==> config.mk <==
export PLATFORM = sky130hd
export DESIGN_NAME = clock_text_writer
export DESIGN_NICKNAME = d
export VERILOG_FILES = /design/src/rtl/vgatext_pkg.sv /design/src/rtl/clock_text_writer_bin2dec60.sv /design/src/rtl/clock_text_writer.sv
export SDC_FILE = /design/constraint.sdc
export NUM_CORES = 1
export LEC_CHECK = 0
export CAP_MARGIN = 40
export CORE_MARGIN = 2
export CORE_UTILIZATION = 58
export DETAILED_ROUTE_END_ITERATION = 7
export PLACE_DENSITY = 0.87
export REMOVE_ABC_BUFFERS = 1
export SKIP_CTS_REPAIR_TIMING = 1
export SYNTH_ARGS = -nofsm -noshare
export SYNTH_HDL_FRONTEND = slang
export SYNTH_SLANG_ARGS = --single-unit
export TNS_END_PERCENT = 30
==> constraint.sdc <==
create_clock -name clk -period 4.3 [get_ports clk]
set_input_delay 1.29 -clock clk [delete_from_list [all_inputs] [get_ports clk]]
set_output_delay 1.29 -clock clk [all_outputs]
set_load 0.05 [all_outputs]
==> src/rtl/vgatext_pkg.sv <==
// Shared definitions for the vgatext design: ASCII codes, text geometry, FSM states.
// Latency: n/a (declarations only).
// Backpressure: n/a.
//
// Contents:
//   CH_*        ASCII codes used when rendering numeric fields
//   COLS/ROWS   default text-mode geometry
//   state_t     two-state writer FSM encoding
//   digit_char  maps a decimal digit 0..9 to its ASCII code
package vgatext_pkg;

   localparam logic [7:0] CH_ZERO  = 8'h30;
   localparam logic [7:0] CH_COLON = 8'h3A;
   localparam logic [7:0] CH_DOT   = 8'h2E;
   localparam logic [7:0] CH_QMARK = 8'h3F;

   localparam int COLS = 80;
   localparam int ROWS = 30;

   typedef enum logic {
      IDLE  = 1'b0,
      WRITE = 1'b1
   } state_t;

   function automatic logic [7:0] digit_char(input logic [3:0] d);
      return CH_ZERO + {4'h0, d};
   endfunction

endpackage

==> src/rtl/clock_text_writer_bin2dec60.sv <==
// Splits a 6-bit binary value into decimal tens and units by compare-subtract.
// Latency: combinational, zero cycles.
// Backpressure: none (pure function of the input).
//
// Ports:
//   bin    in  6  binary value, nominally 0..59 (60..63 give tens=6, units=0..3)
//   tens   out 4  tens digit
//   units  out 4  units digit
module bin2dec60 (
   input  logic [5:0] bin,
   output logic [3:0] tens,
   output logic [3:0] units
);

   // Out-of-range 60..63 is passed through as tens=6 rather than clamped so
   // a misbehaving upstream counter is visible on screen.
   always_comb begin
      tens  = 4'd0;
      units = 4'(bin);
      if (bin >= 6'd60) begin
         tens  = 4'd6;
         units = 4'(bin - 6'd60);
      end else if (bin >= 6'd50) begin
         tens  = 4'd5;
         units = 4'(bin - 6'd50);
      end else if (bin >= 6'd40) begin
         tens  = 4'd4;
         units = 4'(bin - 6'd40);
      end else if (bin >= 6'd30) begin
         tens  = 4'd3;
         units = 4'(bin - 6'd30);
      end else if (bin >= 6'd20) begin
         tens  = 4'd2;
         units = 4'(bin - 6'd20);
      end else if (bin >= 6'd10) begin
         tens  = 4'd1;
         units = 4'(bin - 6'd10);
      end
   end

endmodule

==> src/rtl/clock_text_writer.sv <==
// Renders the stopwatch min/sec/dsec as "MM:SS.D" into text-mode character RAM.
// Latency: first write request one cycle after the edge that samples a change; 7 cycles per string.
// Backpressure: outputs held stable while wr_ready is low; stalls indefinitely.
//
// Ports:
//   clk       in   1       system clock, rising edge
//   reset     in   1       synchronous active-high reset
//   dsec      in   4       tenths of a second (10..15 shown as '?')
//   sec       in   6       seconds
//   min       in   6       minutes
//   wr_en     out  1       character write request
//   wr_addr   out  ADDR_W  character RAM address (BASE + idx)
//   wr_data   out  8       ASCII code
//   wr_ready  in   1       write accepted when wr_en & wr_ready
//   busy      out  1       string update in progress
module clock_text_writer #(
   parameter int COLS   = vgatext_pkg::COLS,
   parameter int ROW    = 0,
   parameter int COL    = 0,
   parameter int ADDR_W = 12
) (
   input  logic              clk,
   input  logic              reset,
   input  logic [3:0]        dsec,
   input  logic [5:0]        sec,
   input  logic [5:0]        min,
   output logic              wr_en,
   output logic [ADDR_W-1:0] wr_addr,
   output logic [7:0]        wr_data,
   input  logic              wr_ready,
   output logic              busy
);

   import vgatext_pkg::*;

   localparam logic [ADDR_W-1:0] BASE = ADDR_W'(ROW * COLS + COL);
   localparam logic [2:0]        LAST_IDX = 3'd6;

   state_t     state_q, state_d;
   logic [2:0] idx_q, idx_d;
   logic [5:0] snap_min_q, snap_min_d;
   logic [5:0] snap_sec_q, snap_sec_d;
   logic [3:0] snap_dsec_q, snap_dsec_d;
   logic       dirty_q, dirty_d;

   logic       changed;
   logic [3:0] min_tens, min_units;
   logic [3:0] sec_tens, sec_units;
   logic [7:0] char_sel;

   // Digits come from the snapshot only, so the string on screen is always
   // one consistent time even if the counter ticks mid-update.
   bin2dec60 u_min (
      .bin   (snap_min_q),
      .tens  (min_tens),
      .units (min_units)
   );

   bin2dec60 u_sec (
      .bin   (snap_sec_q),
      .tens  (sec_tens),
      .units (sec_units)
   );

   // State register
   always_ff @(posedge clk) begin
      if (reset) begin
         state_q     <= IDLE;
         idx_q       <= 3'd0;
         snap_min_q  <= 6'd0;
         snap_sec_q  <= 6'd0;
         snap_dsec_q <= 4'd0;
         dirty_q     <= 1'b1;
      end else begin
         state_q     <= state_d;
         idx_q       <= idx_d;
         snap_min_q  <= snap_min_d;
         snap_sec_q  <= snap_sec_d;
         snap_dsec_q <= snap_dsec_d;
         dirty_q     <= dirty_d;
      end
   end

   assign changed = ({min, sec, dsec} != {snap_min_q, snap_sec_q, snap_dsec_q});

   // Next-state logic
   always_comb begin
      state_d     = state_q;
      idx_d       = idx_q;
      snap_min_d  = snap_min_q;
      snap_sec_d  = snap_sec_q;
      snap_dsec_d = snap_dsec_q;
      dirty_d     = dirty_q;
      case (state_q)
         IDLE: begin
            // dirty guarantees one rewrite after reset even when the inputs
            // happen to equal the cleared snapshot.
            if (changed || dirty_q) begin
               snap_min_d  = min;
               snap_sec_d  = sec;
               snap_dsec_d = dsec;
               dirty_d     = 1'b0;
               idx_d       = 3'd0;
               state_d     = WRITE;
            end
         end
         WRITE: begin
            if (wr_ready) begin
               if (idx_q == LAST_IDX) begin
                  // idx parks at 0 so wr_addr rests at BASE while idle.
                  idx_d   = 3'd0;
                  state_d = IDLE;
               end else begin
                  idx_d = idx_q + 3'd1;
               end
            end
         end
         default: begin
            state_d = IDLE;
            idx_d   = 3'd0;
         end
      endcase
   end

   // Character selected by position in "MM:SS.D"
   always_comb begin
      char_sel = 8'h00;
      case (idx_q)
         3'd0: char_sel = digit_char(min_tens);
         3'd1: char_sel = digit_char(min_units);
         3'd2: char_sel = CH_COLON;
         3'd3: char_sel = digit_char(sec_tens);
         3'd4: char_sel = digit_char(sec_units);
         3'd5: char_sel = CH_DOT;
         3'd6: char_sel = (snap_dsec_q > 4'd9) ? CH_QMARK : digit_char(snap_dsec_q);
         default: char_sel = 8'h00;
      endcase
   end

   // Output logic
   always_comb begin
      wr_en   = 1'b0;
      busy    = 1'b0;
      wr_data = 8'h00;
      wr_addr = BASE + ADDR_W'(idx_q);
      if (state_q == WRITE) begin
         wr_en   = 1'b1;
         busy    = 1'b1;
         wr_data = char_sel;
      end
   end

endmodule
Word-level counts from Yosys, hierarchy flattened

Index checks and enable logic that the tools add are counted.

Bitwise operators: 1
Muxes and demuxes: 36
Order comparisons: 13
Add/sub/neg operators: 18
Reductions and logical operators: 4
Equality and inequality tests: 9

Operator list:

| cell                  | number |
|---|---|
| $mux W4               | 22 |
| $pmux W7 S7           | 1 |
| $ge A6 B6 Y1 const B  | 6 |
| $add A6 B4 Y7 const A | 5 |
| $sub A4 B4 Y4 const B | 8 |
| $ge A6 B5 Y1 const B  | 4 |
| $ne A16 B16 Y1        | 1 |
| $ge A6 B4 Y1 const B  | 2 |
| $eq A3 B3 Y1 const B  | 3 |
| $mux W3               | 3 |
| $mux W8               | 1 |
| $sub A4 B2 Y4 const B | 2 |
| $sub A4 B3 Y4 const B | 2 |
| $mux W7               | 1 |
| $eq A3 B2 Y1 const B  | 2 |
| $mux W1               | 6 |
| $pmux W3 S2           | 1 |
| $gt A4 B4 Y1 const B  | 1 |
| $ne A2 B2 Y1 const B  | 2 |
| $reduce_and A2 Y1     | 2 |
| $add A3 B1 Y3 const B | 1 |
| $eq A3 B1 Y1 const B  | 1 |
| $logic_not A3 Y1      | 1 |
| $pmux W1 S2           | 1 |
| other kinds (2)       | 2 |

Register bits after elaboration: 21
Logic and storage cells: 87

Logic depth before layout (Yosys ltp)

Word-level depth: 10
Gate-level depth with buffers: 9
Gate-level depth less buffers: 8

Cells and area by module

Synthesis repeated with hierarchy kept, for this count alone.

Cell total of the unflattened synthesis: 364
Area, all modules: 2871.5 µm²

By module, submodules not included:

| module            | cells each | area each (µm²) | sequential area each (µm²) | instances |
|---|---|---|---|---|
| clock_text_writer | 230        | 1805.5          | 420.4                      | 1 |
| bin2dec60         | 67         | 533.0           | 0.0                        | 2 |

Worst setup path after synthesis

No wires, ideal clock.

Path type: register to output
Start: register snap_sec_q[2]
End: output wr_data[1]
Arrival time: 2.632 ns
Cell stages (with the launch flop): 9
Path slack: 0.378 ns
Cells stage by stage: dfxtp_1 inv_1 ha_1 a2111o_1 a21oi_2 o21ai_0 a21oi_1 a211oi_1 a31oi_1

Longest elaborated chain between the ends: 10
Elaborated cells between the ends (all ways): 22
Classes of those cells: add/sub (2); order compare (6); mux (14)

RTL lines:

| element                            | line                              | source |
|---|---|---|
| start: declaration                 | clock_text_writer.sv:42           | `logic [5:0] snap_sec_q, snap_sec_d;` |
| start signal: assignment           | clock_text_writer.sv:78           | `snap_sec_q <= snap_sec_d;` |
| $ge A6 B4 Y1                       | clock_text_writer_bin2dec60.sv:35 | `end else if (bin >= 6'd10) begin` |
| $mux W4 or $mux W1 (tied branches) | clock_text_writer_bin2dec60.sv:35 |  |
| $mux W4                            | clock_text_writer_bin2dec60.sv:32 | `end else if (bin >= 6'd20) begin` |
| $mux W4                            | clock_text_writer_bin2dec60.sv:29 | `end else if (bin >= 6'd30) begin` |
| $mux W4                            | clock_text_writer_bin2dec60.sv:26 | `end else if (bin >= 6'd40) begin` |
| $mux W4                            | clock_text_writer_bin2dec60.sv:23 | `end else if (bin >= 6'd50) begin` |
| $mux W4                            | clock_text_writer_bin2dec60.sv:20 | `if (bin >= 6'd60) begin` |
| $add A6 B4 Y7                      | vgatext_pkg.sv:26                 | `return CH_ZERO + {4'h0, d};` |
| $pmux W7 S7 *                      | clock_text_writer.sv:128          | `case (idx_q)` |
| $mux W8 *                          | clock_text_writer.sv:146          | `if (state_q == WRITE) begin` |
| end: declaration                   | clock_text_writer.sv:29           | `output logic [7:0] wr_data,` |

Every way passes the cells marked *; elsewhere a longest branch is shown, timed or not.

Worst setup path after layout

Start: register idx_q[2]
End: output wr_data[5]

Longest elaborated chain between the ends: 3
Elaborated cells between the ends (all ways): 9
Classes of those cells: eq/ne (6); mux (2); reduce/logical (1)

RTL lines:

| element                              | line                     | source |
|---|---|---|
| start: declaration                   | clock_text_writer.sv:40  | `logic [2:0] idx_q, idx_d;` |
| start signal: assignment             | clock_text_writer.sv:76  | `idx_q <= idx_d;` |
| $eq A3 B3 Y1 (tied with other cells) | clock_text_writer.sv:128 |  |
| $pmux W7 S7 *                        | clock_text_writer.sv:128 |  |
| $mux W8 *                            | clock_text_writer.sv:146 |  |

Marked as above.

==> results_dict.tcl <==
set metrics [dict create \
    cts_buffers 3 \
    worstPathArrival_ns 2.81 \
    peakVddDrop_v 0.000325 \
    powerDensity_nw_per_um2 240 \
    yosysTopAreaCell "dfxtp_1" \
    cellLeakagePower_uw 0.00105 \
    maxSlewViolCount 0 \
    grt_pass1_vias 1959 \
    status "completed" \
    antenna_found_initial 0 \
    diodes 0 \
    place_hpwl_um 4200 \
    instances_no_fill 356 \
    yosysTopAreaCellShare 0.180 \
    clock-sinks 21 \
    synth_edf_count 0 \
    cp.required_ns 3.01 \
    port_buffers 29 \
    setup_violations 0 \
    first_iter_violations 99 \
    worst-setup-path-type "reg2out" \
    coreArea_um2 3940 \
    drive_above_1_share 0.124 \
    die_x_um 67.4 \
    route.detailed.wl_per_inst_um 15.3 \
    r2r_cells 6 \
    die_area_um2 4540 \
    max_freq_ghz 0.244 \
    syn_area_per_cell_um2 8.23 \
    io_pins 41 \
    ys_types 64 \
    synthToLayoutAreaGrowth_pct 12.6 \
    grt.total_usage 0.266 \
    synth_area_um2 2330 \
    die_y_um 67.4 \
    period_share 0.954 \
    clockRootBuffer "clkbuf_8" \
    met1_usage 0.359 \
    grt_max_degree 22 \
    yosys-top-cells-area "dfxtp_1 18%, ha_1 9.1%, mux2i_1 7.7%" \
    use_met3 0.0200 \
    num_vias 2100 \
    hold_viol_final 0 \
    cp-end-kind "output port" \
    drtAntennaViolNets 0 \
    r2r_start "snap_min_q[4]" \
    path_max_fanout 12 \
    cap_violations 0 \
    drt-total-wl_um 5440 \
    cts_tree "yes" \
    fin_ws_ns 0.198 \
    use_met2 0.436 \
    hp-class "reg2reg" \
    fin_crit_ns 4.10 \
    nFillCells 317 \
    ys_dominant_reg_cell "dfxtp_1" \
    crit_end "wr_data[5]" \
    initial_core_util 0.591 \
    ys_ff_latch 21 \
    r2r_end "snap_dsec_q[3]" \
    yosys-top-cells-count "31 x nor2_1, 21 x dfxtp_1, 18 x mux2i_1" \
    clk_latency_ns 0.28 \
    place_ws_ns 0.157 \
    cts.clk_slew.worst_paths_ns 0.08 \
    seq_area_frac_synth 0.180 \
    layout.nets 343 \
    grt_pass1_wl_um 9250 \
    crit_start "idx_q[2]" \
    place_congestion 0.921 \
    drc 0 \
    tightest_slew_ns 0.862 \
    drt-pass1-iter-count 5 \
    top_usage_layer "met2" \
    num_rows 23 \
    cts_max_level 1 \
    post-synth-top-count-cell "nor2_1" \
    overflow 0 \
    relSlewSlack 0.420 \
    synth-async-reset-ratio 0 \
    placedCellCount 352 \
    syn_inst 283 \
    r2r_setup_slack_ns 2.12 \
    startpoint_type "flop" \
    hold_ws_ns 0.484 \
    yosysWarnings 0 \
    routed_via_density 5.90 \
    skew_ns 0.00480 \
    rsz0062_at_grt "no" \
    cts_buffer_depth 2 \
]
[power by group]
group          leakage [uW]  total (uW)  internal [uW]  switching [uW]
clock network     0.0000255         135           65.0            70.5
logic              0.000849         259            107             152
registers          0.000174         233            207            26.3
[worst min path at each step]
stage / from / endpoint / cells after the start
floorplan: dirty_q / dirty_q / 1
global placement: dirty_q / dirty_q / 1
detailed placement: dirty_q / dirty_q / 1
CTS: dirty_q / dirty_q / 1
global route: dirty_q / dirty_q / 1
finish: dirty_q / dirty_q / 1
[cell usage in the layout (no fill, tap or decap), types with 10 or more instances in the layout]
cell type / count
buf_4: 11
clkdlybuf4s50_1: 25
conb_1: 11
dfxtp_1: 21
ha_1: 17
inv_1: 13
mux2i_1: 18
nand2_1: 14
nor2_1: 31
o21ai_0: 10
xnor2_1: 17
[cell families after synthesis]
logic type,Yosys count,share of synthesized area
AND/OR/NAND/NOR,86,0.190
AO/OA/AOI/OAI,78,0.272
buffers and inverters,43,0.117
flip-flops,21,0.180
XOR/XNOR,19,0.0714
multiplexers,18,0.0773
adder cells (fa/ha/maj),17,0.0913
other,1,0.00161
[metal layers]
metal	part of all wire	vias up
met5	0	-
met4	0.027	0
met3	0.039	11
met2	0.48	65
met1	0.45	984
li1	-	1040
[worst max-delay path, stage by stage (launching register included)]
cell	delay [ns]
dfxtp_1	0.57
inv_2	0.15
ha_1	0.30
o21ai_0	0.72
inv_1	0.08
clkdlybuf4s50_1	0.72
[metrics by stage]
| step | utilization | power (uW) | cell area (um2) | TNS, ns |
|---|---|---|---|---|
| after global routing | 0.665 | 662 | 2620 | 0 |
| after floorplan | - | 416 | 2150 | 0 |
| after global placement | 0.653 | 487 | 2570 | 0 |
| final | 0.665 | 628 | 2620 | 0 |
| after CTS | 0.665 | 627 | 2620 | -0.162 |
| after detailed placement | 0.653 | 494 | 2570 | 0 |
[final cells by class]
| type | count | area (um2) | share of cell area |
|---|---|---|---|
| well taps | 50 | 62.6 | 0.0239 |
| clock buffers | 3 | 41.3 | 0.0157 |
| repair buffers | 38 | 365 | 0.139 |
| multi-input cells | 229 | 1680 | 0.639 |
| inverters | 14 | 52.6 | 0.0200 |
| flip-flops and latches | 21 | 420 | 0.160 |
| clock inverters | 1 | 5.00 | 0.00191 |
[sequential cells by signal, summed over array words and instances, names as in the netlist]
signal / count
snap_sec_q: 6
state_q: 1
snap_dsec_q: 4
snap_min_q: 6
idx_q: 3
dirty_q: 1
No activity file was read; power rests on OpenSTA's default activity.
==> patch 1 (same settings) <==
Set the parameter `ADDR_W` to 11 (it was 12).
--- a/src/rtl/clock_text_writer.sv
+++ b/src/rtl/clock_text_writer.sv
@@ -17,7 +17,7 @@
    parameter int COLS   = vgatext_pkg::COLS,
    parameter int ROW    = 0,
    parameter int COL    = 0,
-   parameter int ADDR_W = 12
+   parameter int ADDR_W = 11
 ) (
    input  logic              clk,
    input  logic              reset,
Interface: changed (resized wr_addr); port bits go from 41 to 40. The function was not compared with the original's and may differ.
==> patch 1 against the original RTL <==
  * Maximum frequency increased by 0.87%
  * Total power decreased by 2.2%
  * Synthesized area decreased by 0.32%
  * Synthesized cell count decreased by 0.35%
  * Sequential cell count unchanged
  * Worst setup slack improved by 0.035 ns
  * Hold slack improved by 0.0083 ns
  * Design area decreased by 0.86%
  * Routed wire length decreased by 3.3%
==> patch 1: results <==
run_status:
  outcome: "finished clean"
grt:
  grtUsageMet1: 0.3293
  grt_pass1_wl_um: 8742
  grtUsageMet3: 0.006667
  grt_use_met2: 0.4146
  grt_max_degree: 22
  antenna_found_initial: 0
  grt_pass1_vias: 1918
  grtUsageTotal: 0.2442
route:
  top_layer: "met4"
  met2WireLength_um: 2468
  dr.pass1.iters: 4
  routedWlPerCell_um: 14.99
  num_vias: 2157
  wl_met3_um: 294
  vias_per_cell: 6.145
  drt_iter0_drc: 107
  drt-met1-wl_um: 2384
timing:
  worst_slew_pin_slew_ns: 0.8672
  whs_ns: 0.4919
  fin_skew_ns: 0.0007027
finish:
  fill_cells: 282
  final_nets: 340
  n_antenna_cell: 0
  regArea_um2: 420.4
  reg_top3: "snap_min_q x6, snap_sec_q x6, snap_dsec_q x4"
  drive_above_1_share: 0.1155
synth:
  synth.top_cells.by_area: "dfxtp_1 (18%), ha_1 (9.2%), mux2i_1 (7.8%)"
  postSynthCellCount: 282
  synth_compound_area_frac: 0.2726
  muxShareOfSynthArea: 0.07759
  postSynth.asyncResetShare: 0
  synth-xor-area-share: 0.07166
  synth_warnings: 0
  synthAdderAreaFrac: 0.09159
  yosysSeqAreaShare: 0.1810
worst_setup_path:
  critPathMaxFanout: 8
  critPathTopFamily: "compound AO/OA/AOI/OAI gates"
  rr_endpoint: "snap_sec_q[3]"
  r2r-start: "snap_sec_q[4]"
  cp_slowest_cell: "dfxtp_1"
  crit_arrival_ns: 2.78
  rrSetupSlack_ns: 2.05
  critical_path.max_stage_delay_ns: 0.46
power:
  p_leak_nw: 1.032
  internal_power_mw: 0.3786
  ir_worst_vdd_uv: 223.4
hold_path:
  min_from: "dirty_q"
  hp-class: "flop to flop"
  hold_depth: 1
  hold_end: "dirty_q"
clock_network:
  cts_buffers: 3
  clock_latency_ns: 0.25
  h-tree-depth: 1
placed_design:
  dp_slack_ns: 0.1617
  dp_hpwl_um: 4025
  routabilityCongestion: 0.9013
  dp_cells: 347
  place_area_um2: 2552
[patch 1: power groups by stage]
stage               Sequential, mW  Combinational [mW]  Clock [mW]
CTS                          0.235               0.250       0.128
global placement             0.239               0.243           0
floorplan                    0.246               0.168           0
detailed placement           0.240               0.249           0
finish                       0.236               0.252       0.126
global route                 0.239               0.271       0.139
[patch 1: worst max-delay path by stage]
stage | start | to | slack [ns]
global placement | snap_min_q[2] | wr_data[0] | 0.25
global route | idx_q[2] | wr_data[5] | 0.11
floorplan | state_q | wr_data[1] | 0.26
detailed placement | snap_min_q[2] | wr_data[0] | 0.16
CTS | snap_min_q[2] | wr_data[0] | -0.13
finish | snap_min_q[2] | wr_data[0] | 0.23
[patch 1: final cells by class]
| type | instances | area share |
|---|---|---|
| well taps | 48 | 0.02310 |
| flip-flops and latches | 21 | 0.1617 |
| repair buffers | 36 | 0.1347 |
| inverters | 14 | 0.02021 |
| clock buffers | 4 | 0.01732 |
| multi-input cells | 228 | 0.6429 |
==> patch 2 (config.mk and constraints unchanged) <==
Made on the original files. Make the reset (`reset`) asynchronous in one clocked block. Comments in the files are not updated.
--- a/src/rtl/clock_text_writer.sv
+++ b/src/rtl/clock_text_writer.sv
@@ -63,7 +63,7 @@
    );
 
    // State register
-   always_ff @(posedge clk) begin
+   always_ff @(posedge clk or posedge reset) begin
       if (reset) begin
          state_q     <= IDLE;
          idx_q       <= 3'd0;
Function: differs if reset is asserted again (counterexample within 4 cycles, from zero or initial values and one cycle with reset high); with reset held inactive, the same outputs for 10 cycles.
==> patch 2 against the original RTL <==
  * Critical path type unchanged
  * Synthesized area increased by 0.64%
  * Critical endpoint is now wr_data[3]
  * Routed wire length is 4.6% higher
  * Sequential cell count stayed put
  * Worst setup slack got worse by 0.0038 ns
  * Largest cell class unchanged
  * Register-to-register slack worse by 0.16 ns
  * Design area is 0.62% higher
  * Via count is 5.6% higher
Power is left out: the tool's default activity adds up to more than one toggle a clock period on the data nets, which glitch-free logic cannot reach.
==> patch 2: results <==
synth:
  synth_compound_area_frac: 0.2519
  synth_common_cells: "nand2_1 (24), dfrtp_1 (20), ha_1 (17)"
  synth-xor-area-share: 0.07097
  synth.distinct_cells: 63
  muxShareOfSynthArea: 0.05870
  synth.top_cells.by_area: "dfrtp_1 (21%), ha_1 (9.1%), xor2_1 (4.9%)"
  synthAdderAreaFrac: 0.09072
  postSynth.asyncResetShare: 1.000
  yosysSeqAreaShare: 0.2247
  synth_seq_cells: 21
  synthFlopType: "dfrtp_1"
worst_setup_path:
  cp-startpoint: "snap_min_q[2]"
  rr_endpoint: "snap_sec_q[0]"
  critPathMaxFanout: 8
  rrSetupSlack_ns: 1.96
  crit_path_end: "wr_data[3]"
  r2r-start: "snap_sec_q[5]"
  crit_arrival_ns: 2.82
  reg2regPathDepth: 5
finish:
  signal_buffers: 31
  num-multi-input-gates: 228
  fill_cells: 308
  buffer_area_frac: 0.1261
  clockBufferCount: 4
  seq_area_frac: 0.2001
  multi_input_area_um2: 1607
  drive_above_1_share: 0.1063
  final_nets: 338
  final-clk-cell-share: 0.01707
  nonClockInverterCount: 17
grt:
  grt.overflow.total: 0
  grtUsageTotal: 0.2745
  grt_pass1_vias: 2033
  grt_pass1_wl_um: 9459
placed_design:
  routabilityCongestion: 0.9308
  dp_hpwl_um: 4246
route:
  wl_met3_um: 450
  routed_wirelength_um: 5692
  drt-met1-wl_um: 2406
  num_vias: 2218
  dr.pass1.iters: 6
  drt_iter0_drc: 175
  met2WireLength_um: 2615
timing:
  fin_skew_ns: 0.004390
  max_slew_margin: 0.4601
  hold_viol: 0
hold_path:
  min_from: "dirty_q"
  hold_end: "dirty_q"
  hp-class: "flop to flop"
run_status:
  outcome: "finished clean"
clock_network:
  clockRootBuffer: "clkbuf_8"
  path_clk_slew_ns: 0.07
[patch 2: layer usage]
metal,track usage,vias up
met5,0,-
met4,0.1607,0
met3,0.03167,24
met2,0.4289,127
met1,0.3641,1017
li1,-,1050
[patch 2: per-stage QoR]
stage	std cells	hold WS (ns)	worst slack, ns	cell area [um2]
4_1_cts	351	0.5446	0.05746	2631
3_5_place_dp	347	0.5156	0.3686	2586
6_report	351	0.5418	0.1946	2639
3_3_place_gp	347	0.4948	0.4407	2586
5_1_grt	351	0.5551	0.009782	2639
2_1_floorplan	266	0.4876	0.1749	2191
[patch 2: worst max-delay path, stage by stage, from the launching register on]
cell and delay [ns]:
dfrtp_1 0.50, inv_1 0.20, ha_1 0.29, a2111oi_2 0.41, o41a_2 0.24, o21ai_0 0.08, a221oi_1 0.25, o311ai_0 0.18
o211ai_1 0.21, buf_12 0.18
